[config.mk]
export PLATFORM = sky130hd
export DESIGN_NAME = fp_result_accumulator
export DESIGN_NICKNAME = d
export VERILOG_FILES = /design/src/rtl/fp_result_accumulator_pkg.sv /design/src/rtl/Task6_Addr_top.sv /design/src/rtl/fp_result_accumulator.sv
export SDC_FILE = /design/constraint.sdc
export NUM_CORES = 1
export LEC_CHECK = 0
export BUFFER_PORTS_ARGS = -buffer_cell sky130_fd_sc_hd__buf_4
export CAP_MARGIN = 25
export CORE_ASPECT_RATIO = 1.5
export CORE_MARGIN = 4
export CORE_UTILIZATION = 50
export CTS_BUF_LIST = sky130_fd_sc_hd__clkbuf_16
export CTS_CLUSTER_SIZE = 16
export DETAILED_ROUTE_END_ITERATION = 8
export PLACE_DENSITY = 0.65
export SYNTH_ARGS = -nofsm -noshare
export SYNTH_HDL_FRONTEND = slang
export SYNTH_SLANG_ARGS = --single-unit
[constraint.sdc]
create_clock -name clk -period 43.2 [get_ports clk]
set_clock_uncertainty 0.15 [all_clocks]
set_input_delay 0 -clock clk [delete_from_list [all_inputs] [get_ports clk]]
set_output_delay 0 -clock clk [all_outputs]
set_load 0.005 [all_outputs]
[src/rtl/fp_result_accumulator_pkg.sv]
// fp_result_accumulator_pkg: shared constants and FSM state encoding for the float result accumulator.
package fp_result_accumulator_pkg;
   localparam logic [31:0] FP_ZERO     = 32'h00000000;
   localparam logic [7:0]  FP_EXP_ONES = 8'hFF;
   typedef enum logic [1:0] {IDLE, WAIT_IN, ADD, FIN} state_t;
endpackage

[src/rtl/Task6_Addr_top.sv]
// Task6_Addr_top: multi-cycle IEEE-754 single adder (round-to-nearest-even), started on a rising enable edge.
module Task6_Addr_top (
   input  logic        clk,
   input  logic        enable,
   input  logic [31:0] dataa,
   input  logic [31:0] datab,
   output logic [31:0] result,
   output logic        done
);
   logic        en_q, pend;
   logic [31:0] a_q, b_q, x, y, sum_c;
   logic [7:0]  exa, exb, d;
   logic [23:0] ma, mb;
   logic [49:0] w;
   logic [27:0] r;
   logic [26:0] n;
   logic [9:0]  e, sh;
   logic [4:0]  lz;
   logic [24:0] m;
   logic        inc;
   always_ff @(posedge clk) begin
      en_q <= enable;
      done <= 1'b0;
      if (enable && !en_q) begin
         a_q  <= dataa;
         b_q  <= datab;
         pend <= 1'b1;
      end else if (pend) begin
         result <= sum_c;
         done   <= 1'b1;
         pend   <= 1'b0;
      end
   end
   // x is the larger magnitude; it fixes the result sign and exponent
   always_comb begin
      x   = (a_q[30:0] < b_q[30:0]) ? b_q : a_q;
      y   = (a_q[30:0] < b_q[30:0]) ? a_q : b_q;
      exa = (x[30:23] == 8'd0) ? 8'd1 : x[30:23];
      exb = (y[30:23] == 8'd0) ? 8'd1 : y[30:23];
      ma  = {|x[30:23], x[22:0]};
      mb  = {|y[30:23], y[22:0]};
      d   = exa - exb;
      w   = {mb, 26'b0} >> ((d > 8'd26) ? 8'd26 : d);
      r   = (x[31] == y[31]) ? {1'b0, ma, 3'b0} + {1'b0, w[49:24], |w[23:0]}
                             : {1'b0, ma, 3'b0} - {1'b0, w[49:24], |w[23:0]};
      lz  = 5'd27;
      for (int i = 0; i < 27; i++) if (r[i]) lz = 5'(26 - i);
      sh  = ({5'b0, lz} < {2'b0, exa} - 10'd1) ? {5'b0, lz} : {2'b0, exa} - 10'd1;
      n   = r[27] ? {r[27:2], r[1] | r[0]} : r[26:0] << sh;
      e   = r[27] ? {2'b0, exa} + 10'd1 : {2'b0, exa} - sh;
      inc = n[2] & (n[1] | n[0] | n[3]);
      m   = {1'b0, n[26:3]} + {24'b0, inc};
      e   = m[24] ? e + 10'd1 : e;
      m   = m[24] ? m >> 1 : m;
      sum_c = (x[30:23] == 8'hFF) ? (((x[22:0] != 23'd0) || (y[30:23] == 8'hFF && x[31] != y[31])) ? 32'h7FC00000 : x)
            : (r == 28'd0)       ? {x[31] & y[31], 31'b0}
            : (e >= 10'd255)     ? {x[31], 8'hFF, 23'b0}
            :                      {x[31], m[23] ? e[7:0] : 8'd0, m[22:0]};
   end
endmodule

[src/rtl/fp_result_accumulator.sv]
// fp_result_accumulator: sums N float results through the shared multi-cycle adder, pulsing done with the total.
// Define ACC_OVF_DETECT_EN to build the sticky non-finite (ovf) detector; otherwise ovf is tied low.
module fp_result_accumulator
   import fp_result_accumulator_pkg::*;
#(
   parameter int CNT_W = 16
) (
   input  logic             clk,
   input  logic             reset_n,
   input  logic             start,
   input  logic [CNT_W-1:0] count,
   input  logic             in_valid,
   input  logic [31:0]      in_data,
   output logic             in_ready,
   output logic             busy,
   output logic [31:0]      sum,
   output logic             done,
   output logic             ovf
);
   state_t           state, state_nx;
   logic [CNT_W-1:0] remaining;
   logic [31:0]      opb, add_res;
   logic             add_en, add_done;
   Task6_Addr_top u_add (
      .clk    (clk),
      .enable (add_en),
      .dataa  (sum),
      .datab  (opb),
      .result (add_res),
      .done   (add_done)
   );
   always_comb begin
      state_nx = state;
      case (state)
         IDLE:    if (start) state_nx = (count == '0) ? FIN : WAIT_IN;
         WAIT_IN: if (in_valid) state_nx = ADD;
         ADD:     if (add_done) state_nx = (remaining == CNT_W'(1)) ? FIN : WAIT_IN;
         default: state_nx = IDLE;
      endcase
      in_ready = state == WAIT_IN;
      busy     = state == WAIT_IN || state == ADD;
      add_en   = state == ADD;
      done     = state == FIN;
   end
   always_ff @(posedge clk or negedge reset_n) begin
      if (!reset_n) begin
         state     <= IDLE;
         sum       <= FP_ZERO;
         opb       <= FP_ZERO;
         remaining <= '0;
      end else begin
         state <= state_nx;
         if (state == IDLE && start) begin
            sum       <= FP_ZERO;
            remaining <= count;
         end
         if (state == WAIT_IN && in_valid) opb <= in_data;
         if (state == ADD && add_done) begin
            sum       <= add_res;
            remaining <= remaining - CNT_W'(1);
         end
      end
   end
`ifdef ACC_OVF_DETECT_EN
   // exponent all ones after any addition means the total became inf or NaN
   always_ff @(posedge clk or negedge reset_n) begin
      if (!reset_n) ovf <= 1'b0;
      else if (state == IDLE && start) ovf <= 1'b0;
      else if (state == ADD && add_done) ovf <= ovf | (add_res[30:23] == FP_EXP_ONES);
   end
`else
   assign ovf = 1'b0;
`endif
endmodule

==> run summary, run 1 <==
The flow ran to the end, and the final reports show no timing, DRC or antenna violations. The number of flops mapped to enable cells by yosys is 96. The post-route clock period utilization is 47.84%. The data required time at the worst endpoint came out at 43.35 ns. The proportion of register bits with asynchronous set or reset after synthesis is 45.30%. The count of state elements after synthesis is 181. The HPWL reported at the end of detailed placement is 59620 µm. Prior to clock tree synthesis, the placed netlist has a worst setup slack of 23.25 ns. The min-delay analysis places its worst path in the category in -> reg. The setup violation total in the final timing report came out at 0.

The maximum number of pins on one net before global-route repair is 83. The slew at the pin with the worst max-slew slack came out at 1.112 ns. The worst setup path is of the reg -> reg kind. The number of rows created at floorplan is 87.

The synthesized netlist net count is 2476. The cell at the slowest stage of the critical path is sky130_fd_sc_hd__a2111oi_0. The final weighted congestion of routability-driven global placement is 1.039. After filler insertion, the fill cell instance count of the layout stands at 3518.

After synthesis, the largest area contributor takes up 15.20% of total cell area. The share of final-layout standard cells stronger than drive strength 1 is 12.77%. The library cell used most frequently in the layout, excluding fill and tap cells, is sky130_fd_sc_hd__nand2_1. The share of synthesized area occupied by flip-flops and latches came out at 26.34%. The number of global-route vias before repair came to 19350.

The post-synthesis instance total is 2316. The number of buffers inserted to repair setup after CTS came out at 0. Setup repair after global routing left no endpoint under its margin. The clock latency of the later-clocked register in the worst-skew pair came out at 0.43 ns. The post-CTS clock slew at the launch and capture registers of the worst setup and hold paths came out at 0.08 ns. The core box area came out at 0.03755 mm². The number of I/O pins is 88. In this run, post-CTS repair resized a total of 0 instances. The buffer depth of the longest clock path is 2. The top cell types in the final layout, fill and taps aside, are 214 x sky130_fd_sc_hd__nand2_1, 199 x sky130_fd_sc_hd__nor2_1, 152 x sky130_fd_sc_hd__a21oi_1, 129 x sky130_fd_sc_hd__buf_4, 126 x sky130_fd_sc_hd__inv_1. Global routing consumed, over all layers together, 36.65% of the routing resources.

The number of input and output port buffers inserted came out at 86. The DRC violation count after routing came out at 0. sky130_fd_sc_hd__edfxtp_1 takes more of the synthesized area than any other cell. The maximum level of the CTS H-tree came out at 4. The synthesized area per cell came out at 8.188 µm². The die is 167.0 µm wide. The final wirelength came out at 77790 µm. The number of buffers added by the clock tree synthesis step came out at 17. For this configuration, the core starts out at a cell density of 50.49%. The critical path endpoint category is a flop.

The number of warnings printed during yosys synthesis is 0. Summing every instance area after synthesis gives 0.01896 mm². The area of the die came out at 0.04117 mm². The number of antenna violations at the first check in global routing is 0. The via total after detailed routing came out at 19970. The max-slew violation count is 0. The worst path needs 20.67 ns of the cycle, external delays included. In this design, the stage delay of the slowest critical-path cell is 0.89 ns. The arrival time of data at the critical path endpoint came out at 20.82 ns. The area growth from synthesis to final layout came out at 11.84%. 0 antenna diodes ended up in the layout. The number of hold violations in the final report is 0. The number of antenna-violating nets in the routed design came out at 0.

The clock tree from TritonCTS is yes. The overflow left after global routing came out at 0. The die extent in y is 246.5 µm. Dividing the detail-routed wire length by the instance count gives 26.82 µm. Among all flip-flop cells after synthesis, the most frequent one is sky130_fd_sc_hd__edfxtp_1. The worst path meets setup with 22.53 ns of slack. STA classifies the critical path startpoint as a flop. The count of maximum capacitance violations is 0. The achievable frequency came out at 48.39 MHz. Of all nets on the critical path, the largest fanout is 29. In this run the tightest slew margin relative to its limit is 23.98%. The sum of negative setup slack is 0 ns.

The detailed router finished its first iteration with 2497 violations. The tree built by TritonCTS fans out to 181 sinks. Across all hold checks on the routed design, the worst slack comes to 0.03630 ns.

After detailed routing, the number of vias per cell comes to 6.884. The cell at the root of the clock tree is sky130_fd_sc_hd__clkbuf_16. The number of hold buffers added after cts is 58. The number of nets at the end of the flow came out at 2558. By area the synthesized netlist is led by sky130_fd_sc_hd__edfxtp_1 15%, sky130_fd_sc_hd__dfrtp_1 11%, sky130_fd_sc_hd__ha_1 6.9%.

The first global-routing pass estimated 117500 µm of wire. The number of detailed-route iterations in the first pass is 8. The number of distinct library cell variants in the gate-level netlist after synthesis came out at 111.
-- final timing paths --
| path | from | endpoint | slack (ns) | depth (start not counted) |
|---|---|---|---|---|
| setup / recovery | u_add.b_q[30] | u_add.result[8] | 22.53 | 58 |
| hold / removal | start | remaining[3] | 0.04 | 4 |
| setup reg to reg | u_add.b_q[30] | u_add.result[8] | 22.53 | 58 |
| hold reg to reg | opb[6] | u_add.b_q[6] | 0.30 | 0 |
| max in group asynchronous | reset_n | opb[17] | 41.99 | 4 |
| min in group asynchronous | reset_n | remaining[11] | 0.32 | 3 |
-- flip-flops by register name (all words and copies together), names as in the netlist --
name and cells:
opb 32, u_add.result 32, u_add.done 1, u_add.pend 1
u_add.en_q 1, u_add.b_q 32, u_add.a_q 32, remaining 16
sum 32, state 2
-- layer usage --
metal,vias to the layer above,GRT usage (%),wire [µm],part of all wire (%)
met1,9576,43.85,29270,38
met2,1126,62.06,36720,47
li1,8936,-,-,-
met5,-,0,0,0
met3,327,5.008,5703,7.3
met4,0,22.92,6097,7.8
-- cells in the mapped netlist (13+ instances only) --
master / count
sky130_fd_sc_hd__nand2_1: 214
sky130_fd_sc_hd__nor2_1: 200
sky130_fd_sc_hd__a21oi_1: 154
sky130_fd_sc_hd__inv_1: 126
sky130_fd_sc_hd__o21ai_0: 109
sky130_fd_sc_hd__ha_1: 105
sky130_fd_sc_hd__edfxtp_1: 96
sky130_fd_sc_hd__nand3_1: 96
sky130_fd_sc_hd__mux2i_1: 90
sky130_fd_sc_hd__dfrtp_1: 82
sky130_fd_sc_hd__nor3_1: 81
sky130_fd_sc_hd__clkbuf_1: 62
sky130_fd_sc_hd__mux2_2: 49
sky130_fd_sc_hd__a211oi_1: 48
sky130_fd_sc_hd__xnor2_1: 46
sky130_fd_sc_hd__a22o_1: 38
sky130_fd_sc_hd__buf_2: 35
sky130_fd_sc_hd__nor4_1: 35
sky130_fd_sc_hd__nand2b_1: 32
sky130_fd_sc_hd__o211ai_1: 31
sky130_fd_sc_hd__o22ai_1: 31
sky130_fd_sc_hd__a31oi_1: 27
sky130_fd_sc_hd__a21o_1: 25
sky130_fd_sc_hd__or3_1: 25
sky130_fd_sc_hd__nand4_1: 24
sky130_fd_sc_hd__o21a_1: 23
sky130_fd_sc_hd__and3_1: 22
sky130_fd_sc_hd__o31ai_1: 21
sky130_fd_sc_hd__and2_1: 17
sky130_fd_sc_hd__or2_2: 17
sky130_fd_sc_hd__xor2_1: 16
sky130_fd_sc_hd__o221ai_1: 15
sky130_fd_sc_hd__nor2b_1: 14
sky130_fd_sc_hd__o2111ai_1: 14
sky130_fd_sc_hd__a2111oi_0: 13
sky130_fd_sc_hd__buf_4: 13
-- cells by family (layout without fill, tap and decap cells) --
kind of cell / count (synthesis) / in the layout / synth area share (%)
buffers and inverters: 259 / 354 / 5.819
muxes: 148 / 148 / 8.346
and+or+nand+nor: 826 / 826 / 21.44
DFF: 181 / 181 / 26.34
xor gates and xnor gates: 66 / 66 / 3.207
other: 1 / 1 / 0.01978
AOI/OAI and AO/OA: 727 / 727 / 27.59
adders and majority gates: 108 / 108 / 7.245
-- cell type report --
class	instances	area [µm²]	area share [%]
tap	489	611.8	2.885
timing repair buffer	191	1599	7.539
sequential	181	4995	23.55
inverter	131	491.7	2.318
clock inverter	15	167.7	0.7905
clock buffer	17	425.4	2.006
multi-input combinational	1876	12920	60.91
-- through the flow --
| stage | area [µm²] | cells | util (%) |
|---|---|---|---|
| after floorplan | 18960 | 2316 | - |
| after global placement | 19990 | 2806 | 53.22 |
| after detailed placement | 19990 | 2806 | 53.22 |
| after CTS | 21160 | 2896 | 56.34 |
| after global routing | 21210 | 2900 | 56.48 |
| final | 21210 | 2900 | 56.48 |
-- critical path, delay by kind of cell (launching register included) --
family | cells | cell delay [ns]
AND/OR/NAND/NOR | 22 | 7.49
AO/OA/AOI/OAI | 21 | 7.15
adder cells (fa/ha/maj) | 5 | 1.66
buffers and inverters | 5 | 1.45
XOR/XNOR | 3 | 1.08
multiplexers | 2 | 1.01
flip-flops | 1 | 0.50
Power of run 1 is left out: the tool's default activity adds up to more than one toggle a clock period on the data nets, which glitch-free logic cannot reach.
==> inputs of run 2 (changes only) <==
--- a/config.mk
+++ b/config.mk
@@ -5,6 +5,7 @@
 export SDC_FILE = /design/constraint.sdc
 export NUM_CORES = 1
 export LEC_CHECK = 0
+export ABC_AREA = 1
 export BUFFER_PORTS_ARGS = -buffer_cell sky130_fd_sc_hd__buf_4
 export CAP_MARGIN = 25
 export CORE_ASPECT_RATIO = 1.5
@@ -13,7 +14,7 @@
 export CTS_BUF_LIST = sky130_fd_sc_hd__clkbuf_16
 export CTS_CLUSTER_SIZE = 16
 export DETAILED_ROUTE_END_ITERATION = 8
-export PLACE_DENSITY = 0.65
+export PLACE_DENSITY = 0.68
 export SYNTH_ARGS = -nofsm -noshare
 export SYNTH_HDL_FRONTEND = slang
 export SYNTH_SLANG_ARGS = --single-unit
==> constraint.sdc (replaced) <==
create_clock -name clk -period 17.6 [get_ports clk]
set_clock_uncertainty 0.15 [all_clocks]
set_input_delay 0 -clock clk [delete_from_list [all_inputs] [get_ports clk]]
set_output_delay 0 -clock clk [all_outputs]
set_load 0.005 [all_outputs]
==> run 2 against run 1 <==
Synthesized cell count is 8.2% higher. Wire length is 26% lower. Flip-flop and latch count stayed put. Maximum frequency is 28% higher. Hold slack better by 0.15 ns. Critical path type unchanged.
==> run summary, run 2 <==
The number of I/O pins came out at 88. The worst setup slack after placement came out at 1.603 ns. The number of input and output port buffers inserted is 86.

The clock sink count is 181. In this run the register-to-register setup slack is 1.45 ns. The post-CTS clock slew at the launch and capture registers of the worst setup and hold paths is 0.07 ns.

The number of global-route vias before repair came to 17060. The number of rows created at floorplan came out at 82. The complex-gate fraction of the synthesized area came out at 11.31%. By area, the combinational part of the netlist is dominated by simple AND/OR/NAND/NOR gates. The die extent in y came out at 234.3 µm.

The initial standard-cell utilization of the core is 50.89%. The post-synthesis mux area share is 2.169%. The category of the critical setup timing path is reg -> reg.

Adding up every negative setup slack in the final design gives 0 ns. The post-layout minimum cycle time is 16.15 ns. The number of hold violations in the final report came out at 0. The core box area came out at 0.03355 mm². The post-route clock period utilization is 91.74%. The proportion of register bits with asynchronous set or reset after synthesis is 45.30%. The HPWL reported at the end of detailed placement came out at 44870 µm. The parity-gate share of the synthesized area counting xor and xnor cells came out at 2.594%. The design area is 0.01929 mm². Summing all flip-flop and latch instances after layout gives 0.004995 mm².

For the worst setup path, the data required time is 17.62 ns. The number of flops mapped to enable cells by yosys is 96. The most frequent standard cell in the layout excluding fill and tap cells is sky130_fd_sc_hd__nand2_1.

The wire length per cell came out at 18.93 µm. In this run the post-CTS setup repair buffer count came out at 0. The synthesized area per cell is 6.810 µm².

The worst slew slack as a fraction of its limit came out at 35.48%. The count of state elements after synthesis came out at 181. The simple-gate share of the synthesized area came out at 37.81%. The fill cell total of the finished layout is 3143.

The count of inserted antenna diode cells came out at 0. The post-place instance area is 0.01808 mm². The congestion estimate from routability-driven global placement came to 1.018.

The longest individual stage delay on the worst path came out at 0.80 ns. The count of maximum capacitance violations is 0. The area of the die came out at 0.03723 mm².

The max-slew violation count came out at 0. The most used flip-flop cell after synthesis is sky130_fd_sc_hd__edfxtp_1. The arrival time of data at the critical path endpoint came out at 16.17 ns.

The number of buffers added by the clock tree synthesis step is 17. Derived from the worst setup path, the maximum achievable clock frequency is 61.93 MHz. The die extent in x came out at 158.9 µm.

The cell with the most instances after synthesis is sky130_fd_sc_hd__nand2_1. The number of instances resized during post-cts repair is 0. The routing usage on met3 came out at 2.673%.

The synthesized netlist net count is 2667. The adder and majority cell fraction of the synthesized area came out at 8.046%. Tracing the worst setup path back leads to its startpoint at u_add.a_q[2]. The worst setup margin is 1.454 ns. Counting distinct cell types in the post-synthesis netlist gives 69. The via total after detailed routing came out at 17780.

The number of detailed-route iterations in the first pass came out at 6. In this run the clock root is driven by a sky130_fd_sc_hd__clkbuf_16. The flow ran to the end, and the final reports show no timing, DRC or antenna violations. The final cell utilization of the core came out at 57.51%. After synthesis, the cell types taking the most area are sky130_fd_sc_hd__edfxtp_1 17%, sky130_fd_sc_hd__nand2_1 16%, sky130_fd_sc_hd__dfrtp_1 12%.

The number of cells traversed by the worst register-to-register path is 86. Global routing consumed, on the met1 layer, 33.92% of the routing resources. Along the worst path, the maximum fanout reaches 36. After global routing the overflow that remains totals 0.

The share of synthesized area occupied by flip-flops and latches came out at 29.25%. In the layout the commonest cells are 739 x sky130_fd_sc_hd__nand2_1, 372 x sky130_fd_sc_hd__nand3_1, 245 x sky130_fd_sc_hd__inv_1, 170 x sky130_fd_sc_hd__nor2_1, 124 x sky130_fd_sc_hd__buf_4. Ranked by instance count, the synthesized netlist is headed by 740 x sky130_fd_sc_hd__nand2_1, 372 x sky130_fd_sc_hd__nand3_1, 245 x sky130_fd_sc_hd__inv_1, 172 x sky130_fd_sc_hd__nor2_1, 105 x sky130_fd_sc_hd__ha_1. The first-pass GRT wire length is 90230 µm.

The number of cells traversed by the worst hold path came out at 3. The most critical setup path has its endpoint at u_add.result[1]. The path class of the tightest hold or removal check is in -> reg. The worst register-to-register path begins at u_add.a_q[2]. Summed over its instances, the top area cell type makes up 16.88% of the synthesized netlist area. The clock latency of the later-clocked register in the worst-skew pair came out at 0.43 ns. The area occupied by multi-input gates is 0.01059 mm². The post-synthesis instance total is 2507.

The maximum number of pins on one net before global-route repair came out at 83. In the routed design, unresolved DRC markers number 0. Counting along the longest clock path gives a buffer depth of 2.

In this run the most used layer during global routing was met2. In this run the remaining antenna-violating nets after routing total 0. The startpoint type of the worst setup path is a flop.

The maximum level of the CTS H-tree came out at 4. For this design, the slowest cell found on the critical path is sky130_fd_sc_hd__o21ai_0. The endpoint identified for the worst register-to-register timing path is u_add.result[1]. TritonCTS built the clock tree. At the pin with the least slew margin, the transition time is 0.9641 ns.

The setup violation total in the final timing report came out at 0. Of all cell types, the one taking the most synthesized area is sky130_fd_sc_hd__edfxtp_1. The number of nets at the end of the flow came out at 2770. The summed instance area of the synthesized netlist is 0.01707 mm². The initial DRC count is 1715. The final wirelength came out at 57600 µm. Setup repair after global routing left no endpoint under its margin. The number of antenna violations at the first check in global routing is 0. The Yosys step of the flow raised 0 warnings. For this run, global-route usage on met2 was measured as 56.42%.

The dominant cell type by count on the critical path is sky130_fd_sc_hd__nand2_1. Global routing consumed, over all layers together, 30.33% of the routing resources. Compared with the post-synthesis result, the final layout area differs by 13.00%. The average via count per standard cell came out at 5.844.

The share of final-layout standard cells stronger than drive strength 1 came out at 10.64%. STA classifies the critical path endpoint as a flop.
## run 2: logic make-up after synthesis
family,Yosys count
adder cells (fa/ha/maj),108
XOR/XNOR,48
other,1
AND/OR/NAND/NOR,1450
flip-flops,181
buffers and inverters,374
AO/OA/AOI/OAI,312
multiplexers,33
## run 2: worst min path at each step
stage                     startpoint           end  slack, ns
after floorplan              reset_n        opb[0]      -0.45
after global placement      count[7]  remaining[7]       0.08
after detailed placement     reset_n  remaining[2]       0.09
after CTS                    reset_n  remaining[2]       0.18
after global routing      in_data[3]        opb[3]       0.19
final                     in_data[8]        opb[8]       0.19
## run 2: per-layer routing
layer | routed length, µm | vias to the layer above
li1 | - | 8642
met4 | 3975 | 0
met2 | 29310 | 700
met5 | 0 | -
met3 | 3047 | 194
met1 | 21270 | 8248
## run 2: metrics by stage
stage | hold WS (ns) | std cells
finish | 0.1894 | 3043
global route | 0.1933 | 3043
CTS | 0.1810 | 3039
detailed placement | 0.08604 | 2952
global placement | 0.08371 | 2952
floorplan | -0.4456 | 2507
## run 2: what timing repair did
| item | CTS | global route |
|---|---|---|
| hold buffers | 55 | 1 |
| endpoints found under the setup margin | 0 | 0 |
| endpoints found under the hold margin | 132 | 8 |
## run 2: critical path: cells and delay by family (launching register included)
family	cells	cell delay (ns)
AOI/OAI and AO/OA	20	3.95
xor gates and xnor gates	1	0.13
adders and majority gates	6	2.04
buffers and inverters	18	3.04
DFF	1	0.51
and+or+nand+nor	41	6.01
## run 2: final cells by class
type	instances	share of cell area (%)
Tap cell	420	2.724
Multi-Input combinational cell	1952	54.91
Clock inverter	15	0.8690
Inverter	275	5.350
Clock buffer	17	2.205
Sequential cell	181	25.89
Timing Repair Buffer	183	8.054
Power of run 2 is left out for the same reason.
==> inputs of run 3 (changes only) <==
--- a/config.mk
+++ b/config.mk
@@ -15,6 +15,8 @@
 export CTS_CLUSTER_SIZE = 16
 export DETAILED_ROUTE_END_ITERATION = 8
 export PLACE_DENSITY = 0.68
+export SLEW_MARGIN = 20
 export SYNTH_ARGS = -nofsm -noshare
 export SYNTH_HDL_FRONTEND = slang
+export SYNTH_HIERARCHICAL = 1
 export SYNTH_SLANG_ARGS = --single-unit
==> run 3 against run 2 <==
Count of clock-buffer cells in the layout unchanged. Maximum frequency up 3.0%. Global-route usage up 1.1 points. Sequential share of layout area down 0.57 points. Largest cell class unchanged. Utilization down 0.29 points. Flip-flop and latch count unchanged. Critical path depth down 1. Via count up 2.5%. Die area up 2.6%. Design area up 2.2%. Critical path type unchanged. Synthesized cell count up 2.4%. Worst setup slack better by 0.48 ns.
==> run summary, run 3 <==
The run finished with clean final reports. The detailed router placed 18220 vias in this run. Summed over all nets, wire length on met3 after detailed routing comes to 2872 µm. Headroom to the max-slew limit came out at 25.63%. The share of synthesized area occupied by flip-flops and latches came out at 28.49%. Among all stages on the critical path, the largest delay is contributed by sky130_fd_sc_hd__o21ai_0. The floorplan step set the die width to 160.9 µm. In this run the clock root is driven by a sky130_fd_sc_hd__clkbuf_16. The number of buffers inserted to repair setup after CTS came out at 0.

The number of hold violations in the final report is 0. In the routed design, unresolved DRC markers number 0. In this run the worst path has a maximum fanout of 29. sky130_fd_sc_hd__nand2_1 is the most common cell in the netlist. The area of the die is 0.03819 mm². The synthesized netlist net count is 2727. The final weighted congestion of routability-driven global placement is 0.9895. The sum of negative setup slack is 0 ns. The number of nets at the end of the flow is 2836. The critical path is of the reg -> reg type. The number of warnings printed during yosys synthesis is 6. TritonCTS built the clock tree. The critical path endpoint category is a flop.

The synthesized area per cell came out at 6.831 µm². The HPWL reported at the end of detailed placement is 47360 µm. The clock period could shrink to 15.67 ns.

The post-synthesis instance total is 2567. After synthesis the cells add up to 0.01753 mm². The post-route clock period utilization is 89.02%. The number of buffers added by the clock tree synthesis step came out at 17.

The die is 237.4 µm tall. The proportion of register bits with asynchronous set or reset after synthesis came out at 45.30%. The number of input and output port buffers inserted is 86. The number of detailed-route iterations in the first pass is 6. The H-tree generated during clock tree synthesis spans 4 levels. Cells with a size suffix above 1 make up 10.93% of the layout.

The commonest register cell after synthesis is sky130_fd_sc_hd__edfxtp_1. The max-slew violation count came out at 0. The cell taking the most area after synthesis is sky130_fd_sc_hd__nand2_1.

After floorplanning, the core was divided into 83 placement rows. Max-cap violations in this run came to 0. Setup repair after global routing left no endpoint under its margin. Derived from the worst setup path, the maximum achievable clock frequency is 63.82 MHz.

Yosys mapped the design onto 75 distinct sky130hd cell types. The total length of routed met2 wires is 31250 µm. STA classifies the critical path startpoint as a flop. The most frequent standard cell in the layout excluding fill and tap cells is sky130_fd_sc_hd__nand2_1. After detailed routing, the number of vias per cell comes to 5.774. The routed metal-1 wire length is 23180 µm. The data required time at the worst endpoint is 17.62 ns. The initial standard-cell utilization of the core is 50.86%. The number of antenna violations at the first check in global routing came out at 1. Ranked by instance count, the synthesized netlist is headed by 812 x sky130_fd_sc_hd__nand2_1, 383 x sky130_fd_sc_hd__nand3_1, 249 x sky130_fd_sc_hd__inv_1, 168 x sky130_fd_sc_hd__nor2_1, 105 x sky130_fd_sc_hd__ha_1. The overall global routing resource usage is 31.42%.

Clock tree synthesis found a total of 181 sinks. The initial DRC count is 1548. Counting stages on the worst path, the most repeated cell is sky130_fd_sc_hd__nand2_1.

The number of flops mapped to enable cells by yosys came out at 96. The slew at the pin with the worst max-slew slack is 1.105 ns. The first-pass GRT wire length is 95200 µm. The core box area is 0.03448 mm². The longest individual stage delay on the worst path came out at 0.78 ns. Once detail routing completed, the nets flagged for antenna violations numbered 0. The arrival time of data at the critical path endpoint came out at 15.69 ns. The setup violation total in the final timing report came out at 0.

The overflow left after global routing is 0. Wires add up to 61210 µm. The count of state elements after synthesis is 181. The post-CTS clock slew at the launch and capture registers of the worst setup and hold paths is 0.08 ns.

The count of inserted antenna diode cells came out at 0. The number of global-route vias before repair came out at 17610. In the layout the commonest cells are 812 x sky130_fd_sc_hd__nand2_1, 383 x sky130_fd_sc_hd__nand3_1, 249 x sky130_fd_sc_hd__inv_1, 166 x sky130_fd_sc_hd__nor2_1, 119 x sky130_fd_sc_hd__buf_4.

The type of the tightest min-delay check is in -> async. Entering global routing, the biggest net connects 83 pins. By area the synthesized netlist is led by sky130_fd_sc_hd__nand2_1 17%, sky130_fd_sc_hd__edfxtp_1 16%, sky130_fd_sc_hd__dfrtp_1 12%.

The fill cell total of the finished layout came out at 3359. The top-area cell type share of the netlist area is 17.38%. The highest routed metal layer is met4.

The buffer depth of the longest clock path is 2. From synthesis to final layout, the design area changed by 12.50%. The clock latency of the later-clocked register in the worst-skew pair is 0.44 ns. After detailed routing, the average wire length per cell comes to 19.39 µm. Pin placement for this block handled 88 I/O pins.
[run 3: changes by cell type in the layout (fill, tap and decap cells not counted), sizes merged, moves of 3 or more]
cell         delta
nand3          +11
a21oi           -7
xor2            +4
o21ai           -9
dlygate4sd3    +13
buf             -7
nor3            +4
clkinv          -3
nand4           -9
a221oi          -3
xnor2           -6
nand2          +83
[run 3: through the flow]
stage / util [%] / instance area (µm²) / hold WS [ns] / setup WS (ns) / std cells
3_5_place_dp: 53.42 / 18420 / 0.08671 / 1.962 / 3055
2_1_floorplan: - / 17530 / -0.4456 / 4.887 / 2567
3_3_place_gp: 53.42 / 18420 / 0.08391 / 2.230 / 3055
4_1_cts: 57.19 / 19720 / 0.1734 / 1.901 / 3156
6_report: 57.21 / 19730 / 0.02527 / 1.932 / 3156
5_1_grt: 57.21 / 19730 / 0.1135 / 0.1768 / 3156
[run 3: worst paths after layout]
check / slack, ns / cells past startpoint / endpoint / startpoint
setup / recovery: 1.93 / 85 / u_add/result[6] / u_add/a_q[10]
hold / removal: 0.03 / 2 / remaining[5] / reset_n
setup reg to reg: 1.93 / 85 / u_add/result[6] / u_add/a_q[10]
hold reg to reg: 0.29 / 0 / u_add/b_q[10] / opb[10]
max in group asynchronous: 16.71 / 2 / opb[10] / reset_n
min in group clk: 0.20 / 3 / opb[28] / in_data[28]
[run 3: worst max-delay path: cells and delay by family, from the launching register on]
family / cells / cell delay (ns)
XOR/XNOR: 2 / 0.36
AO/OA/AOI/OAI: 16 / 4.48
buffers and inverters: 11 / 2.25
AND/OR/NAND/NOR: 50 / 5.65
adder cells (fa/ha/maj): 6 / 2.04
flip-flops: 1 / 0.44
[run 3: final cells by class]
cell class / instances / area [µm²] / share of cell area (%)
Clock inverter: 15 / 185.2 / 0.9387
Clock buffer: 17 / 425.4 / 2.157
Sequential cell: 181 / 4995 / 25.32
Timing Repair Buffer: 189 / 1595 / 8.087
Multi-Input combinational cell: 2016 / 10910 / 55.32
Tap cell: 467 / 584.3 / 2.962
Inverter: 271 / 1028 / 5.214
[run 3: logic make-up (layout without fill, tap and decap cells)]
family,Yosys count,in the layout,synth area share [%]
AND/OR/NAND/NOR,1540,1540,39.50
adder cells (fa/ha/maj),108,108,7.835
flip-flops,181,181,28.49
buffers and inverters,370,492,9.355
XOR/XNOR,46,46,2.383
AO/OA/AOI/OAI,288,288,10.30
multiplexers,33,33,2.112
other,1,1,0.02139
[run 3: layer usage]
metal,track usage (%),vias to the layer above
met5,0,-
met1,36.01,8622
met2,57.26,660
met3,3.365,165
met4,16.76,0
li1,-,8777
[run 3: what timing repair did]
action	CTS	global route
endpoints found under the setup margin	0	22
hold endpoints to repair	132	0
hold buffers	69	0
resized for setup	0	1
Power of run 3 is left out for the same reason.
